===== src/rtl/opb_addr_router_pkg.sv =====
// Shared constants and FSM encoding for the OPB address router.
package opb_addr_router_pkg;

  localparam int          OPB_ADDR_W       = 32;
  localparam int          OPB_DATA_W       = 32;
  localparam logic [31:0] OPB_TIMEOUT_DATA = 32'hBAD0_BAD0;

  // Legacy peripheral window used for the default base/size map
  localparam logic [31:0] OPB_PERIPH_BASE  = 32'h0000_0000;
  localparam logic [31:0] OPB_PERIPH_SIZE  = 32'h0000_0100;

  typedef enum logic [1:0] {
    ST_IDLE,
    ST_RD_FIX,
    ST_RD_WAIT,
    ST_ERR
  } opb_state_e;

  function automatic logic [7:0] sat_inc8(input logic [7:0] v);
    return (v == 8'hFF) ? v : v + 8'd1;
  endfunction

endpackage


===== src/rtl/opb_addr_router_if.sv =====
// OPB master-side and peripheral-side signals of the address router.
interface opb_addr_router_if #(
  parameter int NUM_SLV = 12,
  parameter int ADDR_W  = 32,
  parameter int DATA_W  = 32
);
  logic                             OPB_RE;
  logic                             OPB_WE;
  logic [ADDR_W-1:0]                OPB_ADDR;
  logic [DATA_W-1:0]                OPB_DO;
  logic                             OPB_RDY;
  logic                             OPB_ERR;
  logic [NUM_SLV-1:0]               SLV_RE;
  logic [NUM_SLV-1:0]               SLV_WE;
  logic [NUM_SLV-1:0][DATA_W-1:0]   SLV_DI;
  logic [NUM_SLV-1:0]               SLV_ACK;
  logic [ADDR_W-1:0]                ERR_ADDR;
  logic [7:0]                       ERR_CNT;

  modport slave (
    input  OPB_RE, OPB_WE, OPB_ADDR, SLV_DI, SLV_ACK,
    output OPB_DO, OPB_RDY, OPB_ERR, SLV_RE, SLV_WE, ERR_ADDR, ERR_CNT
  );

  modport master (
    output OPB_RE, OPB_WE, OPB_ADDR, SLV_DI, SLV_ACK,
    input  OPB_DO, OPB_RDY, OPB_ERR, SLV_RE, SLV_WE, ERR_ADDR, ERR_CNT
  );
endinterface


===== src/rtl/opb_addr_router_range_match.sv =====
// Single window decode: addr in [base, base+size), limit kept one bit wider.
module opb_range_match #(
  parameter int ADDR_W = 32
)(
  input  logic [ADDR_W-1:0] addr,
  input  logic [ADDR_W-1:0] base,
  input  logic [ADDR_W-1:0] size,
  output logic              hit
);
  logic [ADDR_W:0] lim;

  assign lim = {1'b0, base} + {1'b0, size};
  assign hit = (addr >= base) && ({1'b0, addr} < lim);
endmodule


===== src/rtl/opb_addr_router.sv =====
// Parametrised OPB address router: window decode, read return, error capture.
// Optional read timeout on handshake slots: define OPB_DEC_TIMEOUT_EN.
module opb_addr_router
  import opb_addr_router_pkg::*;
#(
  parameter int                        NUM_SLV     = 12,
  parameter int                        ADDR_W      = OPB_ADDR_W,
  parameter int                        DATA_W      = OPB_DATA_W,
  parameter logic [NUM_SLV*ADDR_W-1:0] SLV_BASE    = {NUM_SLV{ADDR_W'(OPB_PERIPH_BASE)}},
  parameter logic [NUM_SLV*ADDR_W-1:0] SLV_SIZE    = {NUM_SLV{ADDR_W'(OPB_PERIPH_SIZE)}},
  parameter logic [NUM_SLV-1:0]        SLV_HS_MASK = '0,
  parameter int                        TIMEOUT_CYC = 255
)(
  input  logic              OPB_CLK,
  input  logic              OPB_RST,
  opb_addr_router_if.slave  bus
);
  localparam int SEL_W = (NUM_SLV > 1) ? $clog2(NUM_SLV) : 1;

  if (NUM_SLV < 1 || NUM_SLV > 32 || TIMEOUT_CYC < 1) begin : g_bad_cfg
    $error("opb_addr_router: unsupported NUM_SLV or TIMEOUT_CYC");
  end

  opb_state_e         state_q, state_d;
  logic [NUM_SLV-1:0] hit;
  logic [SEL_W-1:0]   hit_idx, sel_q;
  logic               any_hit, strobe, rd_ack, tmo, err_pend_q;
  logic [ADDR_W-1:0]  pend_addr_q, tmo_addr;

  for (genvar i = 0; i < NUM_SLV; i++) begin : g_slot
    opb_range_match #(.ADDR_W(ADDR_W)) u_match (
      .addr (bus.OPB_ADDR),
      .base (SLV_BASE[i*ADDR_W +: ADDR_W]),
      .size (SLV_SIZE[i*ADDR_W +: ADDR_W]),
      .hit  (hit[i])
    );
  end

  // Lowest index wins on overlapping windows
  always_comb begin
    hit_idx = '0;
    for (int i = NUM_SLV - 1; i >= 0; i--)
      if (hit[i]) hit_idx = SEL_W'(i);
  end

  assign any_hit = |hit;
  assign strobe  = bus.OPB_RE | bus.OPB_WE;
  assign rd_ack  = (state_q == ST_RD_WAIT) && bus.SLV_ACK[sel_q];

`ifdef OPB_DEC_TIMEOUT_EN
  localparam int TO_W = $clog2(TIMEOUT_CYC + 1);
  logic [TO_W-1:0]   to_cnt_q;
  logic [ADDR_W-1:0] rd_addr_q;

  // Counter sits at zero outside RD_WAIT, so it is clear on every entry
  always_ff @(posedge OPB_CLK or posedge OPB_RST) begin
    if (OPB_RST) begin
      to_cnt_q  <= '0;
      rd_addr_q <= '0;
    end else begin
      to_cnt_q  <= (state_q == ST_RD_WAIT) ? to_cnt_q + 1'b1 : '0;
      if (state_q == ST_IDLE) rd_addr_q <= bus.OPB_ADDR;
    end
  end

  assign tmo      = (state_q == ST_RD_WAIT) && !rd_ack &&
                    (to_cnt_q == TO_W'(TIMEOUT_CYC - 1));
  assign tmo_addr = rd_addr_q;
`else
  assign tmo      = 1'b0;
  assign tmo_addr = '0;
`endif

  always_comb begin
    state_d     = state_q;
    bus.SLV_RE  = '0;
    bus.SLV_WE  = '0;
    bus.OPB_RDY = 1'b0;
    bus.OPB_DO  = '0;
    case (state_q)
      ST_IDLE: begin
        if ((bus.OPB_RE && bus.OPB_WE) || (strobe && !any_hit)) begin
          state_d = ST_ERR;
        end else if (bus.OPB_RE) begin
          bus.SLV_RE[hit_idx] = 1'b1;
          state_d = SLV_HS_MASK[hit_idx] ? ST_RD_WAIT : ST_RD_FIX;
        end else if (bus.OPB_WE) begin
          bus.SLV_WE[hit_idx] = 1'b1;
        end
      end
      ST_RD_FIX: begin
        bus.OPB_RDY = 1'b1;
        bus.OPB_DO  = bus.SLV_DI[sel_q];
        state_d     = ST_IDLE;
      end
      ST_RD_WAIT: begin
        if (rd_ack) begin
          bus.OPB_RDY = 1'b1;
          bus.OPB_DO  = bus.SLV_DI[sel_q];
          state_d     = ST_IDLE;
        end else if (tmo) begin
          bus.OPB_RDY = 1'b1;
          bus.OPB_DO  = DATA_W'(OPB_TIMEOUT_DATA);
          state_d     = ST_IDLE;
        end
      end
      ST_ERR:  state_d = ST_IDLE;
      default: state_d = ST_IDLE;
    endcase
  end

  // Bad IDLE accesses go through ST_ERR; strobes during a busy state raise
  // err_pend_q instead so the pending read is left untouched.
  assign bus.OPB_ERR = (state_q == ST_ERR) | err_pend_q | tmo;

  always_ff @(posedge OPB_CLK or posedge OPB_RST) begin
    if (OPB_RST) begin
      state_q      <= ST_IDLE;
      sel_q        <= '0;
      err_pend_q   <= 1'b0;
      pend_addr_q  <= '0;
      bus.ERR_ADDR <= '0;
      bus.ERR_CNT  <= '0;
    end else begin
      state_q    <= state_d;
      err_pend_q <= strobe && (state_q != ST_IDLE);
      if (strobe && ((state_q != ST_IDLE) || (state_d == ST_ERR)))
        pend_addr_q <= bus.OPB_ADDR;
      if (state_q == ST_IDLE)
        sel_q <= hit_idx;
      if (bus.OPB_ERR) begin
        bus.ERR_ADDR <= (tmo && !err_pend_q) ? tmo_addr : pend_addr_q;
        bus.ERR_CNT  <= sat_inc8(bus.ERR_CNT);
      end
    end
  end

endmodule


===== src/flat_wrapper.sv =====
// flat-port wrapper written by rule: the top's interface ports become plain ports
module opb_addr_router_flat import opb_addr_router_pkg::*;
#(
  parameter int                        NUM_SLV     = 12,
  parameter int                        ADDR_W      = OPB_ADDR_W,
  parameter int                        DATA_W      = OPB_DATA_W,
  parameter logic [NUM_SLV*ADDR_W-1:0] SLV_BASE    = {NUM_SLV{ADDR_W'(OPB_PERIPH_BASE)}},
  parameter logic [NUM_SLV*ADDR_W-1:0] SLV_SIZE    = {NUM_SLV{ADDR_W'(OPB_PERIPH_SIZE)}},
  parameter logic [NUM_SLV-1:0]        SLV_HS_MASK = '0,
  parameter int                        TIMEOUT_CYC = 255
)
  (OPB_CLK, OPB_RST, bus_OPB_RE, bus_OPB_WE, bus_OPB_ADDR, bus_SLV_DI, bus_SLV_ACK, bus_OPB_DO, bus_OPB_RDY, bus_OPB_ERR, bus_SLV_RE, bus_SLV_WE, bus_ERR_ADDR, bus_ERR_CNT);
  opb_addr_router_if #(.NUM_SLV(NUM_SLV), .ADDR_W(ADDR_W), .DATA_W(DATA_W)) bus_i ();
  input  logic OPB_CLK;
  input  logic OPB_RST;
  input wire logic [$bits(bus_i.OPB_RE)-1:0] bus_OPB_RE;
  input wire logic [$bits(bus_i.OPB_WE)-1:0] bus_OPB_WE;
  input wire logic [$bits(bus_i.OPB_ADDR)-1:0] bus_OPB_ADDR;
  input wire logic [$bits(bus_i.SLV_DI)-1:0] bus_SLV_DI;
  input wire logic [$bits(bus_i.SLV_ACK)-1:0] bus_SLV_ACK;
  output wire logic [$bits(bus_i.OPB_DO)-1:0] bus_OPB_DO;
  output wire logic [$bits(bus_i.OPB_RDY)-1:0] bus_OPB_RDY;
  output wire logic [$bits(bus_i.OPB_ERR)-1:0] bus_OPB_ERR;
  output wire logic [$bits(bus_i.SLV_RE)-1:0] bus_SLV_RE;
  output wire logic [$bits(bus_i.SLV_WE)-1:0] bus_SLV_WE;
  output wire logic [$bits(bus_i.ERR_ADDR)-1:0] bus_ERR_ADDR;
  output wire logic [$bits(bus_i.ERR_CNT)-1:0] bus_ERR_CNT;
  assign bus_i.OPB_RE = bus_OPB_RE;
  assign bus_i.OPB_WE = bus_OPB_WE;
  assign bus_i.OPB_ADDR = bus_OPB_ADDR;
  assign bus_i.SLV_DI = bus_SLV_DI;
  assign bus_i.SLV_ACK = bus_SLV_ACK;
  assign bus_OPB_DO = bus_i.OPB_DO;
  assign bus_OPB_RDY = bus_i.OPB_RDY;
  assign bus_OPB_ERR = bus_i.OPB_ERR;
  assign bus_SLV_RE = bus_i.SLV_RE;
  assign bus_SLV_WE = bus_i.SLV_WE;
  assign bus_ERR_ADDR = bus_i.ERR_ADDR;
  assign bus_ERR_CNT = bus_i.ERR_CNT;
  opb_addr_router #(.NUM_SLV(NUM_SLV), .ADDR_W(ADDR_W), .DATA_W(DATA_W), .SLV_BASE(SLV_BASE), .SLV_SIZE(SLV_SIZE), .SLV_HS_MASK(SLV_HS_MASK), .TIMEOUT_CYC(TIMEOUT_CYC)) u_core (.OPB_CLK(OPB_CLK), .OPB_RST(OPB_RST), .bus(bus_i));
endmodule

===== config.mk =====
export PLATFORM = sky130hd
export DESIGN_NAME = opb_addr_router_flat
export DESIGN_NICKNAME = d
export VERILOG_FILES = /design/src/rtl/opb_addr_router_pkg.sv /design/src/rtl/opb_addr_router_if.sv /design/src/rtl/opb_addr_router_range_match.sv /design/src/rtl/opb_addr_router.sv /design/src/flat_wrapper.sv
export SDC_FILE = /design/constraint.sdc
export NUM_CORES = 1
export LEC_CHECK = 0
export ABC_AREA = 1
export BUFFER_PORTS_ARGS = -buffer_cell sky130_fd_sc_hd__clkbuf_2
export CORE_AREA = 2 2 206 208
export CTS_BUF_LIST = sky130_fd_sc_hd__clkbuf_2
export CTS_CLUSTER_SIZE = 12
export DETAILED_ROUTE_END_ITERATION = 16
export DIE_AREA = 0 0 208 210
export PLACE_DENSITY_LB_ADDON = 0.12
export SLEW_MARGIN = 20
export SYNTH_ARGS = -nofsm -noshare
export SYNTH_HDL_FRONTEND = slang
export SYNTH_SLANG_ARGS = --single-unit

===== constraint.sdc =====
create_clock -name OPB_CLK -period 3.2 [get_ports OPB_CLK]
set_input_delay 0.8 -clock OPB_CLK [delete_from_list [all_inputs] [get_ports OPB_CLK]]
set_output_delay 0.8 -clock OPB_CLK [all_outputs]
set_load 0.05 [all_outputs]

==> results of run 1 <==
[area by class of cell]
type	count	area (um^2)	share of cell area (%)
Timing Repair Buffer	158	945	17.9
Tap cell	539	674	12.8
Inverter	45	170	3.22
Clock buffer	10	50.0	0.947
Antenna cell	1	2.50	0.0473
Sequential cell	75	1880	35.5
Clock inverter	6	113	2.13
Multi-Input combinational cell	323	1460	27.5
[path summary, 6_finish.rpt]
check	end	slack [ps]	depth (start not counted)
setup / recovery	bus_OPB_DO[9]	220	6
hold / removal	u_core.bus.ERR_ADDR[22]$_DFFE_PP0P_	170	3
setup reg to reg	u_core.pend_addr_q[7]$_DFFE_PP0P_	820	9
hold reg to reg	u_core.bus.ERR_ADDR[15]$_DFFE_PP0P_	500	2
max in group asynchronous	u_core.bus.ERR_ADDR[4]$_DFFE_PP0P_	2600	3
min in group OPB_CLK	u_core.pend_addr_q[3]$_DFFE_PP0P_	330	3
[flip-flops by register name, summed over array words and instances, names as in the netlist]
| name | cells |
|---|---|
| u_core.pend_addr_q | 32 |
| u_core.bus.ERR_CNT | 8 |
| u_core.state_q | 2 |
| u_core.err_pend_q | 1 |
| u_core.bus.ERR_ADDR | 32 |
[kinds of logic after synthesis]
| logic type | Yosys count | share of synthesized area (%) |
|---|---|---|
| other cells | 1 | 0.102 |
| compound gates | 4 | 1.09 |
| xor+xnor | 7 | 1.66 |
| buf+inv | 88 | 12.2 |
| simple gates | 285 | 32.3 |
| fa+ha+maj | 5 | 1.70 |
| flops | 75 | 50.9 |
[metrics by stage]
stage / setup TNS [ps] / std cells / instance area [um^2]
finish: 0 / 1157 / 5290
global route: -15.9 / 1157 / 5290
CTS: 0 / 1154 / 5220
detailed placement: 0 / 1138 / 5030
global placement: 0 / 1137 / 5010
floorplan: 0 / 486 / 3770
[worst min-delay path, stage by stage]
cell and delay (ps):
clkbuf_2 90, clkinv_2 50, buf_12 360
[placed cells by master (no fill, tap or decap), types with 2 or more instances in the layout]
cell type	synthesis	routed
clkinv_1	2	2
clkbuf_2	0	121
clkinv_2	0	2
buf_4	25	13
nor2_1	57	55
clkbuf_4	1	17
nand3_2	5	5
inv_1	42	41
nand3_1	68	68
a21oi_1	2	2
xnor2_1	4	4
buf_12	0	4
xor2_1	3	3
conb_1	1	22
dfrtp_1	75	75
nand2_1	152	152
ha_1	5	4
bufinv_16	0	3
buf_2	0	11
[per-layer routing]
layer,global-route usage [%],up-vias,share of wire [%]
li1,-,1689,-
met1,7.80,1550,44
met2,10.4,135,45
met3,2.50,22,7.8
met4,3.37,8,2.2
met5,0,-,0.31
[repair_timing]
action,in CTS,in global routing
setup endpoints to repair,34,33
resized for setup,11,45
pin swaps,0,1
setup buffers,0,2
endpoints found under the hold margin,0,0
[where the power goes]
part           internal [mW]  switching [mW]  leakage, nW
Sequential              1.34           0.258        0.915
Clock                  0.342           0.422       0.0965
Combinational          0.797            2.60         1.83
==> impl_summary.log, run 1 <==
INFO  metric detail_route.iter0.violations = between 100 and 150
INFO  metric vias = 3,404
INFO  metric die_h = between 200 and 250 um
INFO  metric layout.nets = 1,049
INFO  metric avgViaCountPerCell = about 2.9
INFO  metric required_time_worst_endpoint = 2400 ps
INFO  metric dp_hpwl = between 9000 and 10,000 um
INFO  metric floorplan.rows = 75
INFO  metric layout_setup_ws = roughly 220 ps
INFO  metric mappedNetlistArea = ~3700 um^2
INFO  metric worst_skew_pair.late_latency = 660 ps
INFO  metric tritoncts = built
INFO  metric worstPathBufferInverterCount = 3
INFO  metric synth_top_cells_by_area = dfrtp_1 (51%), nand2_1 (15%), nand3_1 (9.2%)
INFO  metric final.setup_skew = 56.4 ps
INFO  metric worst-endpoint-arrival = roughly 2200 ps
INFO  metric gp_congestion = 0.683
INFO  metric final_period_util = 93.0%
INFO  metric dp_worst_setup_slack = 80.1 ps
INFO  metric io_buffer_count = between 100 and 150
INFO  metric ys_warn_count = 0
INFO  metric hold_viol = 0
INFO  metric worst_slew_pin_slew = between 700 and 800 ps
INFO  metric r2r_start = u_core.state_q[0]$_DFF_PP0_
INFO  metric final_period_minus_worst_setup_slack = slightly below 3000 ps
INFO  metric hold_class = input pin to asynchronous set/reset pin
INFO  metric setup.worst_path.class = flop to primary output
INFO  metric power_per_cell_area = 1090 nW/um^2
INFO  metric post_cts_hold_buffer_count = 0
INFO  metric maxSlewHeadroom = 48.5%
INFO  metric first_global_vias = roughly 3,400
INFO  metric pin_count_of_the_biggest_net_entering_global_routing = between 70 and 80
INFO  metric crit_chain = inv_1, ha_2, nand2_1, buf_12, nor2_1, buf_2
INFO  metric fillCellCount = ~4,900
INFO  metric slew_violations = 0
INFO  metric power.total = ~5.8 mW
INFO  metric cts_root_buffer = clkbuf_2
INFO  metric fraction_of_layout_cells_with_a_size_suffix_above_1 = 30.5%
INFO  metric cts_buffer_depth = 2
INFO  metric layout-area-overhead-vs-synth = 43.4%
INFO  metric post-route-util = 12.7%
INFO  metric cp-start-kind = flop
INFO  metric antenna_found_initial = 5
INFO  metric maxClockFrequency = 336 MHz
INFO  metric ys_seq_area_share = 50.9%
INFO  metric path_delay_family = buffers and inverters
INFO  metric drtAntennaViolNets = 0
INFO  metric path_max_fanout = 33
INFO  metric floorplan.die_area = 43,700 um^2
INFO  metric hold_worst_slack = 165 ps
INFO  metric status = finished, final reports clean
INFO  metric synth.top_cell.area_share = 50.9%
INFO  metric cts.sink_count = 75
INFO  metric width_of_the_die = 208 um
INFO  metric clock_edge_transition_at_the_registers_on_the_reported_setup_and_hold_paths = ~270 ps
INFO  metric tritoncts.num_buffers = 9
INFO  metric detail_route.wirelength = 14,100 um
INFO  metric worst_ir_drop_vdd = 0.478 mV
INFO  metric critPathSlowestCell = dfrtp_1
INFO  metric first_pass_grt_wire_length = roughly 21,000 um
INFO  metric route.detailed.wl_per_inst = 12.2 um
INFO  metric grt_util_all_layers = 6.59%
INFO  metric synthesized_instance_count = 465
INFO  metric grt_total_ovfl = 0
INFO  metric residual_drc_count = 0
INFO  metric synth_flop_cell = dfrtp_1
INFO  metric worstSetupStartpoint = u_core.state_q[1]$_DFF_PP0_
INFO  metric syn-mean-instance-area = 7.93 um^2
INFO  metric postSynth.asyncResetShare = 100%
INFO  metric endpoint_kind = primary output
INFO  metric highest_cell_delay_on_the_worst_timing_path = 480 ps
INFO  metric p_leak = ~2.8 nW
INFO  metric initial_utilization = 8.89%
INFO  metric cell_taking_the_most_area_after_synthesis = dfrtp_1
INFO  metric ys_seq_elements = 75
INFO  metric most_frequent_cell_after_synthesis = nand2_1
INFO  metric core = 41,500 um^2
INFO  metric final-setup-viol-count = 0
INFO  metric synth.lib_cells_used.distinct = 23
INFO  metric max_cap_violations = 0
INFO  metric cts_max_level = 3
INFO  metric io_pins = between 500 and 600
INFO  metric synth_edf_count = 0
INFO  metric detailedRoute.firstPassIterationCount = 4
INFO  metric synth_top_cells_by_count = nand2_1 (152), dfrtp_1 (75), nand3_1 (68), nor2_1 (57), inv_1 (42)
(Power assumes the default switching activity.)
==> run 2: changes to the inputs <==
GPL_TIMING_DRIVEN = 0   (was not set)
==> impl_summary.log, run 2 (synthesized netlist as in run 1, its figures left out) <==
INFO  metric cp-start-kind = flop
INFO  metric endpoint_kind = primary output
INFO  metric io_buffer_count = around 140
INFO  metric floorplan.rows = between 70 and 80
INFO  metric clock_edge_transition_at_the_registers_on_the_reported_setup_and_hold_paths = 310 ps
INFO  metric vias = roughly 3,500
INFO  metric status = finished, final reports clean
INFO  metric die_h = 210 um
INFO  metric maxSlewHeadroom = 57.0%
INFO  metric width_of_the_die = 208 um
INFO  metric design_area = approximately 5400 um^2
INFO  metric worst-endpoint-arrival = 2200 ps
INFO  metric hold_class = input pin to flop
INFO  metric dp_hpwl = about 11,000 um
INFO  metric setup.worst_path.class = flop to primary output
INFO  metric first_global_vias = 3,600
INFO  metric dp_worst_setup_slack = 112 ps
INFO  metric detailedRoute.firstPassIterationCount = 4
INFO  metric mostFrequentLayoutCells = nand2_1 (151), clkbuf_2 (123), dfrtp_1 (74)
INFO  metric residual_drc_count = 0
INFO  metric reg.largest.list = u_core.bus.ERR_ADDR (32), u_core.pend_addr_q (32), u_core.bus.ERR_CNT (8)
INFO  metric layout.nets = 1,080
INFO  metric setup_repair_after_global_routing_missed_its_margin = yes
INFO  metric hold_viol = 0
INFO  metric final_period_util = 93.7%
INFO  metric core = 41,500 um^2
INFO  metric avgViaCountPerCell = 2.91
INFO  metric hold_worst_slack = 355 ps
INFO  metric worst_ir_drop_vdd = 0.323 mV
INFO  metric worst_skew_pair.late_latency = 630 ps
INFO  metric detail_route.wirelength = 14,000 um
INFO  metric tritoncts.num_buffers = 9
INFO  metric first_pass_grt_wire_length = 21,200 um
INFO  metric dpl-instance-area = 5190 um^2
INFO  metric antenna_found_initial = 6
INFO  metric hold_path_depth = 3
INFO  metric grt_util_all_layers = 6.56%
INFO  metric gp_congestion = around 0.65
INFO  metric io_pins = 530
INFO  metric initial_utilization = 8.89%
INFO  metric final_period_minus_worst_setup_slack = 3000 ps
INFO  metric required_time_worst_endpoint = 2400 ps
INFO  metric route.detailed.wl_per_inst = approximately 12 um
INFO  metric layout-area-overhead-vs-synth = 47.6%
INFO  metric pin_count_of_the_biggest_net_entering_global_routing = 56
INFO  metric cts_root_buffer = clkbuf_2
INFO  metric max_cap_violations = 0
INFO  metric most_common_library_cell_in_the_layout_ignoring_fill_and_taps = nand2_1
INFO  metric worst_slew_pin_slew = 645 ps
INFO  metric cts.sink_count = 75
INFO  metric fillCellCount = 4,837
INFO  metric layout_setup_ws = roughly 200 ps
INFO  metric grt_total_ovfl = 0
INFO  metric final-setup-viol-count = 0
INFO  metric drtAntennaViolNets = 0
INFO  metric finalSetupTns = 0 ps
INFO  metric slew_violations = 0
INFO  metric path_max_fanout = 7
INFO  metric cts_max_level = 3
INFO  metric p_leak = between 2 and 3 nW
INFO  metric detail_route.iter0.violations = 110
INFO  metric floorplan.die_area = 43,700 um^2
INFO  metric tritoncts = built
INFO  metric maxClockFrequency = 333 MHz
INFO  metric timing.reg2reg.worst_path_depth = 10
INFO  metric final.setup_skew = 61.4 ps
INFO  metric fraction_of_layout_cells_with_a_size_suffix_above_1 = 32.9%
INFO  metric power_per_cell_area = approximately 1000 nW/um^2
INFO  metric cts_buffer_depth = 2
-- run 2: cell count changes in the layout (fill, tap and decap cells not counted), sizes merged, moves of 2 or more --
cell	before	now
diode	1	3
clkinvlp	0	3
inv	43	45
buf	29	47
bufinv	3	0
clkbuf	139	151
clkinv	5	3
-- run 2: metal layers --
metal	up-vias	GRT usage [%]	wire, um
met5	-	0	38
met4	8	2.20	182
met3	18	2.56	1120
met2	129	10.7	6420
met1	1565	7.84	6250
li1	1745	-	-
-- run 2: repair_timing --
| item | 4_1_cts | 5_1_grt |
|---|---|---|
| resized for setup | 20 | 61 |
| buffers inserted | 1 | 0 |
| setup endpoints to repair | 32 | 28 |
| hold buffers | 1 | 0 |
| endpoints found under the hold margin | 19 | 0 |
-- run 2: critical path, cell delays in order (launching register included) --
cell      delay [ps]
dfrtp_2          510
inv_1            110
ha_2             290
inv_2             70
nor3_1           280
clkbuf_4         310
-- run 2: stage by stage --
stage	power, mW	util [%]	std cells
4_1_cts	5.71	12.9	1187
3_5_place_dp	5.03	12.5	1170
3_3_place_gp	5.06	12.4	1169
5_1_grt	6.07	13.1	1190
6_report	5.59	13.1	1190
2_1_floorplan	4.05	-	486
-- run 2: area by class of cell --
class	count	area (um^2)	area share, %
sequential	75	1880	34.5
multi-input combinational	323	1460	26.9
timing repair buffer	147	851	15.6
tap	539	674	12.4
buffer	42	293	5.38
inverter	45	179	3.29
clock buffer	10	50.0	0.920
clock inverter	6	48.8	0.897
antenna	3	7.51	0.138
-- run 2: power by group --
group	total (mW)	switching, mW	internal [mW]
combinational	3.45	2.62	0.833
clock	0.549	0.438	0.111
sequential	1.59	0.252	1.34
total	5.59	3.31	2.29
-- run 2: path summary, 6_finish.rpt --
check | start | end | slack [ps]
hold / removal | bus_OPB_ADDR[10] | u_core.pend_addr_q[10]$_DFFE_PP0P_ | 360
min in group asynchronous | OPB_RST | u_core.bus.ERR_ADDR[23]$_DFFE_PP0P_ | 620
setup / recovery | u_core.state_q[1]$_DFF_PP0_ | bus_SLV_RE[0] | 200
hold reg to reg | u_core.pend_addr_q[19]$_DFFE_PP0P_ | u_core.bus.ERR_ADDR[19]$_DFFE_PP0P_ | 490
max in group asynchronous | OPB_RST | u_core.bus.ERR_CNT[4]$_DFFE_PP0P_ | 1960
setup reg to reg | u_core.state_q[0]$_DFF_PP0_ | u_core.pend_addr_q[30]$_DFFE_PP0P_ | 1190
==> run 3: changes to the inputs <==
PLACE_DENSITY = 0.4   (was not set)
PLACE_DENSITY_LB_ADDON = not set   (was 0.12)
==> impl_summary.log, run 3 (synthesized netlist as in run 1, its figures left out) <==
INFO  metric status = finished, final reports clean
INFO  metric io_pins = 530
INFO  metric timing.reg2reg.setup_slack = between 1000 and 1500 ps
INFO  metric dp_hpwl = 10,100 um
INFO  metric setup_repair_after_global_routing_missed_its_margin = yes
INFO  metric layout_setup_ws = 218 ps
INFO  metric timing.reg2reg.worst_path_depth = 9
INFO  metric power_per_cell_area = 1040 nW/um^2
INFO  metric fraction_of_layout_cells_with_a_size_suffix_above_1 = 32.6%
INFO  metric max_cap_violations = 0
INFO  metric grt.met2_usage = a little under 10%
INFO  metric final_period_minus_worst_setup_slack = 2980 ps
INFO  metric detail_route.iter0.violations = between 100 and 150
INFO  metric cts_max_level = 3
INFO  metric use_met3 = 2.18%
INFO  metric sequential_cell_area = 1880 um^2
INFO  metric worst_slew_pin_slew = 647 ps
INFO  metric maxClockFrequency = 335 MHz
INFO  metric initial_utilization = about 9%
INFO  metric clock_edge_transition_at_the_registers_on_the_reported_setup_and_hold_paths = 320 ps
INFO  metric final.setup_skew = 56.4 ps
INFO  metric tritoncts = built
INFO  metric grt_util_all_layers = 6.07%
INFO  metric core = 41,500 um^2
INFO  metric most_common_library_cell_in_the_layout_ignoring_fill_and_taps = nand2_1
INFO  metric worst_ir_drop_vdd = 0.388 mV
INFO  metric width_of_the_die = between 200 and 250 um
INFO  metric worstSetupStartpoint = u_core.state_q[1]$_DFF_PP0_
INFO  metric final-setup-viol-count = 0
INFO  metric first_pass_grt_wire_length = 19,600 um
INFO  metric floorplan.die_area = 43,700 um^2
INFO  metric drtAntennaViolNets = 0
INFO  metric met1_track_demand_over_resource_in_global_routing = 7.39%
INFO  metric reg.largest.list = u_core.bus.ERR_ADDR (32), u_core.pend_addr_q (32), u_core.bus.ERR_CNT (8)
INFO  metric area_occupied_by_multi_input_gates = 1460 um^2
INFO  metric power.total = 5.72 mW
INFO  metric hold_worst_slack = 100 ps
INFO  metric fillCellCount = just under 5,000
INFO  metric cts_buffer_depth = 2
INFO  metric final_period_util = 93.2%
INFO  metric hold_viol = 0
INFO  metric io_buffer_count = 144
INFO  metric cts_root_buffer = clkbuf_2
INFO  metric maxSlewHeadroom = between 50 and 60%
INFO  metric critPathCapture = bus_SLV_RE[0]
INFO  metric post_cts_hold_buffer_count = 0
INFO  metric pin_count_of_the_biggest_net_entering_global_routing = 43
INFO  metric layout-area-overhead-vs-synth = 48.7%
INFO  metric critical_path.reg2reg.endpoint = u_core.bus.ERR_CNT[7]$_DFFE_PP0P_
INFO  metric floorplan.rows = 75
INFO  metric gp_congestion = 0.726
INFO  metric die_h = ~210 um
INFO  metric mostFrequentLayoutCells = nand2_1 (151), clkbuf_2 (123), dfrtp_1 (75)
INFO  metric antenna_found_initial = 4
INFO  metric r2r_start = u_core.state_q[1]$_DFF_PP0_
INFO  metric dp_worst_setup_slack = 126 ps
INFO  metric p_leak = 2.95 nW
INFO  metric hold_class = input pin to asynchronous set/reset pin
INFO  metric cts.sink_count = 75
INFO  metric layout.nets = 1,079
INFO  metric grt_total_ovfl = 0
INFO  metric first_global_vias = 3,363
INFO  metric cp-start-kind = flop
INFO  metric setup.worst_path.class = flop to primary output
INFO  metric slew_violations = 0
INFO  metric required_time_worst_endpoint = between 2000 and 2500 ps
INFO  metric detailedRoute.firstPassIterationCount = 4
INFO  metric path_max_fanout = 7
INFO  metric worst-endpoint-arrival = 2180 ps
INFO  metric tritoncts.num_buffers = 9
INFO  metric residual_drc_count = 0
INFO  metric post-route-util = 13.2%
INFO  metric route.detailed.wl_per_inst = 11.0 um
INFO  metric detail_route.wirelength = 13,000 um
INFO  metric grt.busiest_layer = met2
INFO  metric worst_skew_pair.late_latency = around 670 ps
INFO  metric endpoint_kind = primary output
INFO  metric vias = 3,451
INFO  metric avgViaCountPerCell = between 2 and 3
## run 3: per-layer routing
metal	routed length, um	part of all wire (%)	vias up
met2	5910	45	139
met5	23	0.18	-
met3	1080	8.3	17
met4	229	1.8	4
li1	-	-	1746
met1	5770	44	1545
## run 3: power by group
group | internal, mW | switching, mW | total (mW)
logic | 0.838 | 2.59 | 3.43
registers | 1.34 | 0.248 | 1.59
clock network | 0.273 | 0.433 | 0.706
## run 3: worst min path at each step
stage / start / endpoint / slack (ps) / cells after the start
after floorplan: u_core.pend_addr_q[0]$_DFFE_PP0P_ / u_core.bus.ERR_ADDR[0]$_DFFE_PP0P_ / 440 / 2
after global placement: u_core.pend_addr_q[19]$_DFFE_PP0P_ / u_core.bus.ERR_ADDR[19]$_DFFE_PP0P_ / 460 / 2
after detailed placement: u_core.pend_addr_q[29]$_DFFE_PP0P_ / u_core.bus.ERR_ADDR[29]$_DFFE_PP0P_ / 460 / 2
after CTS: OPB_RST / u_core.pend_addr_q[28]$_DFFE_PP0P_ / 5 / 2
after global routing: OPB_RST / u_core.pend_addr_q[28]$_DFFE_PP0P_ / 50 / 2
final: OPB_RST / u_core.pend_addr_q[28]$_DFFE_PP0P_ / 100 / 2
## run 3: metrics by stage
stage,area (um^2),instances,setup TNS [ps]
after floorplan,3770,486,0
after global placement,5160,1169,-71820
after detailed placement,5190,1170,0
after CTS,5420,1185,0
after global routing,5480,1186,-19.5
final,5480,1188,0
## run 3: area by class of cell
type                       count  area share [%]
clock inverter                 7            1.94
sequential                    75            34.2
antenna                        2          0.0913
timing repair buffer         146            15.5
inverter                      45            3.22
buffer                        42            5.27
multi-input combinational    323            26.6
clock buffer                   9           0.822
tap                          539            12.3
## run 3: worst max-delay path, cell delays in order, from the launching register on
cell and delay [ps]:
dfrtp_1 480, inv_1 110, ha_2 290, inv_2 80, nor3_1 280, clkbuf_4 320
## run 3: repair_timing
item	4_1_cts	5_1_grt
setup buffers	0	1
gates resized for setup	31	46
endpoints found under the setup margin	32	32
pin swaps	0	0
